--- src/rtl/ray_inv_dir.sv ---
// Per-axis reciprocal of a ray direction (Q16.16 in, Q18.18 out).
// Three restoring dividers run in parallel, one quotient bit per cycle.
package ray_inv_dir_pkg;
    typedef logic [2:0][31:0] vec3_t;
    typedef logic [2:0][35:0] vec3_18_18_t;
endpackage

module ray_inv_dir
    import ray_inv_dir_pkg::*;
(
    input  logic        clk,
    input  logic        rst_n,
    input  logic        in_valid,
    output logic        in_ready,
    input  vec3_t       ray_orig_in,
    input  vec3_t       ray_dir,
    output logic        out_valid,
    input  logic        out_ready,
    output vec3_t       ray_orig,
    output vec3_18_18_t inv_ray_dir,
    output logic [2:0]  div_by_zero
);

    typedef enum logic [1:0] {
        IDLE = 2'd0,
        DIV  = 2'd1,
        DONE = 2'd2
    } state_t;

    state_t state, state_nxt;

    logic [5:0]             cnt;
    logic [2:0][31:0]       mag;
    logic [2:0]             neg;
    logic [2:0][31:0]       rem;
    logic [2:0][34:0]       quo;
    logic [2:0][32:0]       rs;
    logic [2:0][32:0]       diff;
    logic [2:0][31:0]       rem_nxt;
    logic [2:0][34:0]       quo_nxt;
    logic [2:0][35:0]       res;
    logic                   accept;
    logic                   last;

    always_ff @(posedge clk or negedge rst_n) begin
        if (!rst_n) state <= IDLE;
        else        state <= state_nxt;
    end

    always_comb begin
        state_nxt = state;
        in_ready  = 1'b0;
        out_valid = 1'b0;
        unique case (state)
            IDLE: begin
                in_ready = rst_n;
                if (in_valid) state_nxt = DIV;
            end
            DIV: begin
                if (cnt == 6'd34) state_nxt = DONE;
            end
            DONE: begin
                out_valid = 1'b1;
                if (out_ready) state_nxt = IDLE;
            end
            default: state_nxt = IDLE;
        endcase
    end

    assign accept = (state == IDLE) && in_valid;
    assign last   = (state == DIV) && (cnt == 6'd34);

    // The 2^34 dividend has a single set bit, consumed on the first step.
    always_comb begin
        for (int i = 0; i < 3; i++) begin
            rs[i]   = {rem[i], cnt == 6'd0};
            diff[i] = rs[i] - {1'b0, mag[i]};
            if (rs[i] >= {1'b0, mag[i]}) begin
                rem_nxt[i] = diff[i][31:0];
                quo_nxt[i] = {quo[i][33:0], 1'b1};
            end else begin
                rem_nxt[i] = rs[i][31:0];
                quo_nxt[i] = {quo[i][33:0], 1'b0};
            end
            if (div_by_zero[i])
                res[i] = 36'd0;
            else if (neg[i])
                res[i] = 36'd0 - {1'b0, quo_nxt[i]};
            else
                res[i] = {1'b0, quo_nxt[i]};
        end
    end

    always_ff @(posedge clk or negedge rst_n) begin
        if (!rst_n) begin
            cnt         <= '0;
            mag         <= '0;
            neg         <= '0;
            rem         <= '0;
            quo         <= '0;
            ray_orig    <= '0;
            inv_ray_dir <= '0;
            div_by_zero <= '0;
        end else if (accept) begin
            cnt      <= '0;
            ray_orig <= ray_orig_in;
            rem      <= '0;
            quo      <= '0;
            for (int i = 0; i < 3; i++) begin
                mag[i]         <= ray_dir[i][31] ? (~ray_dir[i] + 32'd1)
                                                 : ray_dir[i];
                neg[i]         <= ray_dir[i][31];
                div_by_zero[i] <= (ray_dir[i] == 32'd0);
            end
        end else if (state == DIV) begin
            cnt <= cnt + 6'd1;
            for (int i = 0; i < 3; i++) begin
                if (!div_by_zero[i]) begin
                    rem[i] <= rem_nxt[i];
                    quo[i] <= quo_nxt[i];
                end
            end
            if (last) inv_ray_dir <= res;
        end
    end

endmodule

--- config.mk ---
export PLATFORM = sky130hd
export DESIGN_NAME = ray_inv_dir
export DESIGN_NICKNAME = d
export VERILOG_FILES = /design/src/rtl/ray_inv_dir.sv
export SDC_FILE = /design/constraint.sdc
export NUM_CORES = 1
export LEC_CHECK = 0
export CAP_MARGIN = 25
export CORE_AREA = 2 2 287 289
export CTS_BUF_LIST = sky130_fd_sc_hd__clkbuf_4 sky130_fd_sc_hd__clkbuf_8
export CTS_CLUSTER_DIAMETER = 200
export DETAILED_ROUTE_END_ITERATION = 8
export DIE_AREA = 0 0 289 291
export GPL_ROUTABILITY_DRIVEN = 0
export MAX_ROUTING_LAYER = met4
export SLEW_MARGIN = 30
export SYNTH_ARGS = -nofsm -noshare
export SYNTH_HDL_FRONTEND = slang
export SYNTH_SLANG_ARGS = --single-unit
export TNS_END_PERCENT = 30
--- constraint.sdc ---
create_clock -name clk -period 6.05 [get_ports clk]
set_input_delay 1.815 -clock clk [delete_from_list [all_inputs] [get_ports clk]]
set_output_delay 1.815 -clock clk [all_outputs]
set_load 0.02 [all_outputs]
==> flow_summary_export.csv, run 1 <==
group,metric,value,unit
critical_path,setup.worst_path.start_class,"register",
min_path,hold_start,"ray_orig[54]",
floorplanning,die-height,291,um
clock_network,cts_sinks,512,
timing,relSlewSlack,39.0,%
synth,synth_top_area_share,43.2,%
place,dp_cells,4710,
synth,ys_ff_latch,512,
floorplanning,fp.dieW,289,um
clock_network,cts_buffers,97,
synth,synth-async-reset-ratio,100,%
synth,syn_area_per_cell,8.70,um2
synth,syn_inst,3405,
synth,ys_top_cells_by_count,"nand2_1 (703), dfrtp_1 (512), o21ai_0 (371), clkbuf_1 (181), xor2_1 (166)",
floorplanning,core,0.0812,mm2
floorplanning,io_pins,405,
clock_network,clkSlewWorstSetupHoldPaths,0.06,ns
detailed_routing,drc,0,
floorplanning,rows,105,
clock_network,root_buffer,"clkbuf_8",
synth,synth_cell_types,76,
global_routing,grt_max_degree,123,
synth,yosysSeqAreaShare,43.2,%
timing,rsz0062_at_grt,"no",
critical_path,worstSetupPathType,"register to register",
global_routing,grt_pass1_vias,26078,
power_and_ir_drop,ir_drop,259,uV
global_routing,grt-ovfl-total,0,
timing,setup_viol,0,
status,status,"finished clean",
power_and_ir_drop,p_total,23700,uW
synth,synth_area_leaders,"dfrtp_1 (43%), nand2_1 (8.9%), o21ai_0 (6.3%)",
global_routing,grt.total_usage,21.7,%
timing,max_freq,191,MHz
detailed_routing,vias_per_cell,5.33,
detailed_routing,drt-total-wl,88800,um
flow_run,drv_cap,0,
place,dp_hpwl,61900,um
layout,syn2layout_area_growth,24.2,%
timing,min_period,5.24,ns
clock_network,clockBufferDepth,3,
global_routing,grt_pass1_wl,143000,um
detailed_routing,vias,26044,
global_routing,antenna_found_initial,3,
clock_network,tritoncts,"built",
detailed_routing,first_iter_violations,1706,
layout,nFillCells,7976,
critical_path,r2r.worst_path.cells,20,
power_and_ir_drop,powerDensity,643,mW/mm2
synth,synth_area,0.0296,mm2
place,io_buffers,404,
synth,synth_top_flop_cell,"dfrtp_1",
layout,nets,4043,
synth,synth_most_common_cell,"nand2_1",
layout,drive_above_1_share,6.98,%
critical_path,crit_fanout,6,
min_path,hold_class,"register to register",
floorplanning,initial_utilization,36.5,%
timing,fin_skew,0.0418,ns
clock_network,cts.repair.resized,0,
synth,synth-warning-count,0,
critical_path,worst_ep_arrival_time,5.78,ns
floorplanning,dieArea,0.0841,mm2
critical_path,rr_startpoint,"cnt[0]",
synth,synth_edf_count,0,
clock_network,cts_hold_buf,0,
synth,synth_largest_area_cell,"dfrtp_1",
timing,slew_viol_final,0,
min_path,hold-path-cell-count,2,
layout,final_cell_count_no_fill,4888,
timing,tightest_slew,0.906,ns
place,placed_area,0.0347,mm2
synth,syn_nets,3709,
detailed_routing,postRouteAntennaNets,0,
detailed_routing,wire_per_inst,18.2,um
clock_network,postCtsSetupRepairBufs,0,
timing,hold_viol,0,
timing,fin_crit_sh,86.7,%
clock_network,htree_levels,3,
critical_path,r2r_end,"inv_ray_dir[32]",
timing,tns,0,ns
power_and_ir_drop,p_leak,0.0164,uW
critical_path,r2r_setup_slack,0.81,ns
min_path,hold_end,"ray_orig[54]",
layout,final_cell_area,0.0368,mm2
critical_path,worst_setup_path_end_kind,"register",
critical_path,cp.required,6.59,ns
clock_network,worstSkewPairLatency,0.71,ns
layout,final_core_util,45.3,%
detailed_routing,dr.pass1.iters,6,
==> worst max path at each step <==
stage | to | cells past startpoint | slack, ns | from
finish | inv_ray_dir[32] | 20 | 0.81 | cnt[0]
global route | inv_ray_dir[64] | 21 | 0.43 | cnt[0]
CTS | inv_ray_dir[30] | 20 | 0.76 | cnt[0]
detailed placement | mag[61] | 10 | 0.77 | ray_dir[36]
global placement | mag[61] | 10 | 0.78 | ray_dir[36]
floorplan | inv_ray_dir[32] | 21 | 1.03 | cnt[0]
==> logic make-up (layout without fill, tap and decap cells) <==
group | after synthesis | count (layout) | synth area share, %
AO/OA/AOI/OAI | 958 | 958 | 21.0
XOR/XNOR | 226 | 226 | 6.68
adder cells (fa/ha/maj) | 108 | 108 | 4.64
buffers and inverters | 352 | 760 | 4.48
flip-flops | 512 | 512 | 43.2
multiplexers | 51 | 51 | 1.72
other | 0 | 5 | 0
AND/OR/NAND/NOR | 1198 | 1198 | 18.3
==> through the flow <==
stage          hold WS, ns  setup slack [ns]
2_1_floorplan        0.443              1.03
3_3_place_gp         0.457             0.778
5_1_grt              0.491             0.429
4_1_cts              0.476             0.763
6_report             0.469             0.807
3_5_place_dp         0.461             0.772
==> critical path, cell delays in order, from the launching register on <==
cell	delay (ns)
dfrtp_1	0.39
inv_1	0.08
ha_1	0.20
nand3b_1	0.35
ha_1	0.28
nor2b_1	0.06
o31a_1	0.26
o31a_1	0.26
a211oi_1	0.28
or2_2	0.19
a21oi_4	0.06
clkinv_1	0.07
ha_1	0.18
nand3_1	0.14
or4_4	0.46
or4_4	0.46
or3_4	0.39
or4_4	0.47
o31ai_2	0.25
xor2_1	0.17
o21ai_1	0.07
==> power by group <==
part           switching, uW  internal, uW
logic                   7610          5810
clock network           1540          2200
registers               1430          5070
total                  10600         13100
==> layout by cell type (no fill, tap or decap), types with 12 or more instances in the layout <==
cell,Yosys,layout
o21a_1,27,27
nor2b_1,15,15
clkbuf_4,0,41
o41ai_1,26,26
nor2_1,99,92
xor2_1,166,166
clkdlybuf4s50_1,0,401
dfrtp_1,512,511
a32o_1,13,13
buf_4,1,34
nor4_1,26,26
nand3_1,89,89
and3_1,20,20
nor3_1,65,65
nand2_1,703,700
ha_1,105,105
o31ai_1,52,52
a21oi_1,142,141
a32oi_1,25,25
o211ai_1,18,18
a21o_1,43,43
a31oi_1,29,29
xnor2_1,60,60
nand2b_1,30,30
a22o_1,95,95
mux2i_1,51,51
nand4_1,18,18
a211oi_1,13,12
clkbuf_8,0,116
inv_1,142,142
o21ai_0,371,371
or4_1,37,37
or3_1,52,52
==> cell type report <==
type / count / area, um2 / share of cell area, %
inverter: 143 / 537 / 1.46
timing repair buffer: 444 / 4390 / 11.9
antenna: 5 / 12.5 / 0.0340
clock inverter: 16 / 225 / 0.612
clock buffer: 157 / 1900 / 5.17
sequential: 512 / 12800 / 34.8
tap: 1070 / 1340 / 3.64
multi-input combinational: 2541 / 15600 / 42.3
==> routing by layer <==
layer | up-vias | track usage, % | share of wire, %
li1 | 12746 | - | -
met1 | 12472 | 29.0 | 46
met2 | 694 | 33.6 | 46
met3 | 132 | 4.51 | 6.2
met4 | 0 | 5.19 | 2.1
met5 | - | - | 0
==> sequential cells by signal, summed over array words and instances (netlist names), 3 cells and up <==
name and flops:
div_by_zero 3, ray_orig 96, cnt 6, mag 96, quo 102, rem 96, neg 3, inv_ray_dir 108
No activity file was read; power rests on OpenSTA's default activity.
==> inputs of run 2 (changes only) <==
--- a/config.mk
+++ b/config.mk
@@ -17,4 +17,4 @@
 export SYNTH_ARGS = -nofsm -noshare
 export SYNTH_HDL_FRONTEND = slang
 export SYNTH_SLANG_ARGS = --single-unit
-export TNS_END_PERCENT = 30
+export TNS_END_PERCENT = 100
==> results of run 2 <==
Final layout, timing and power as in run 1 (identical DEF).
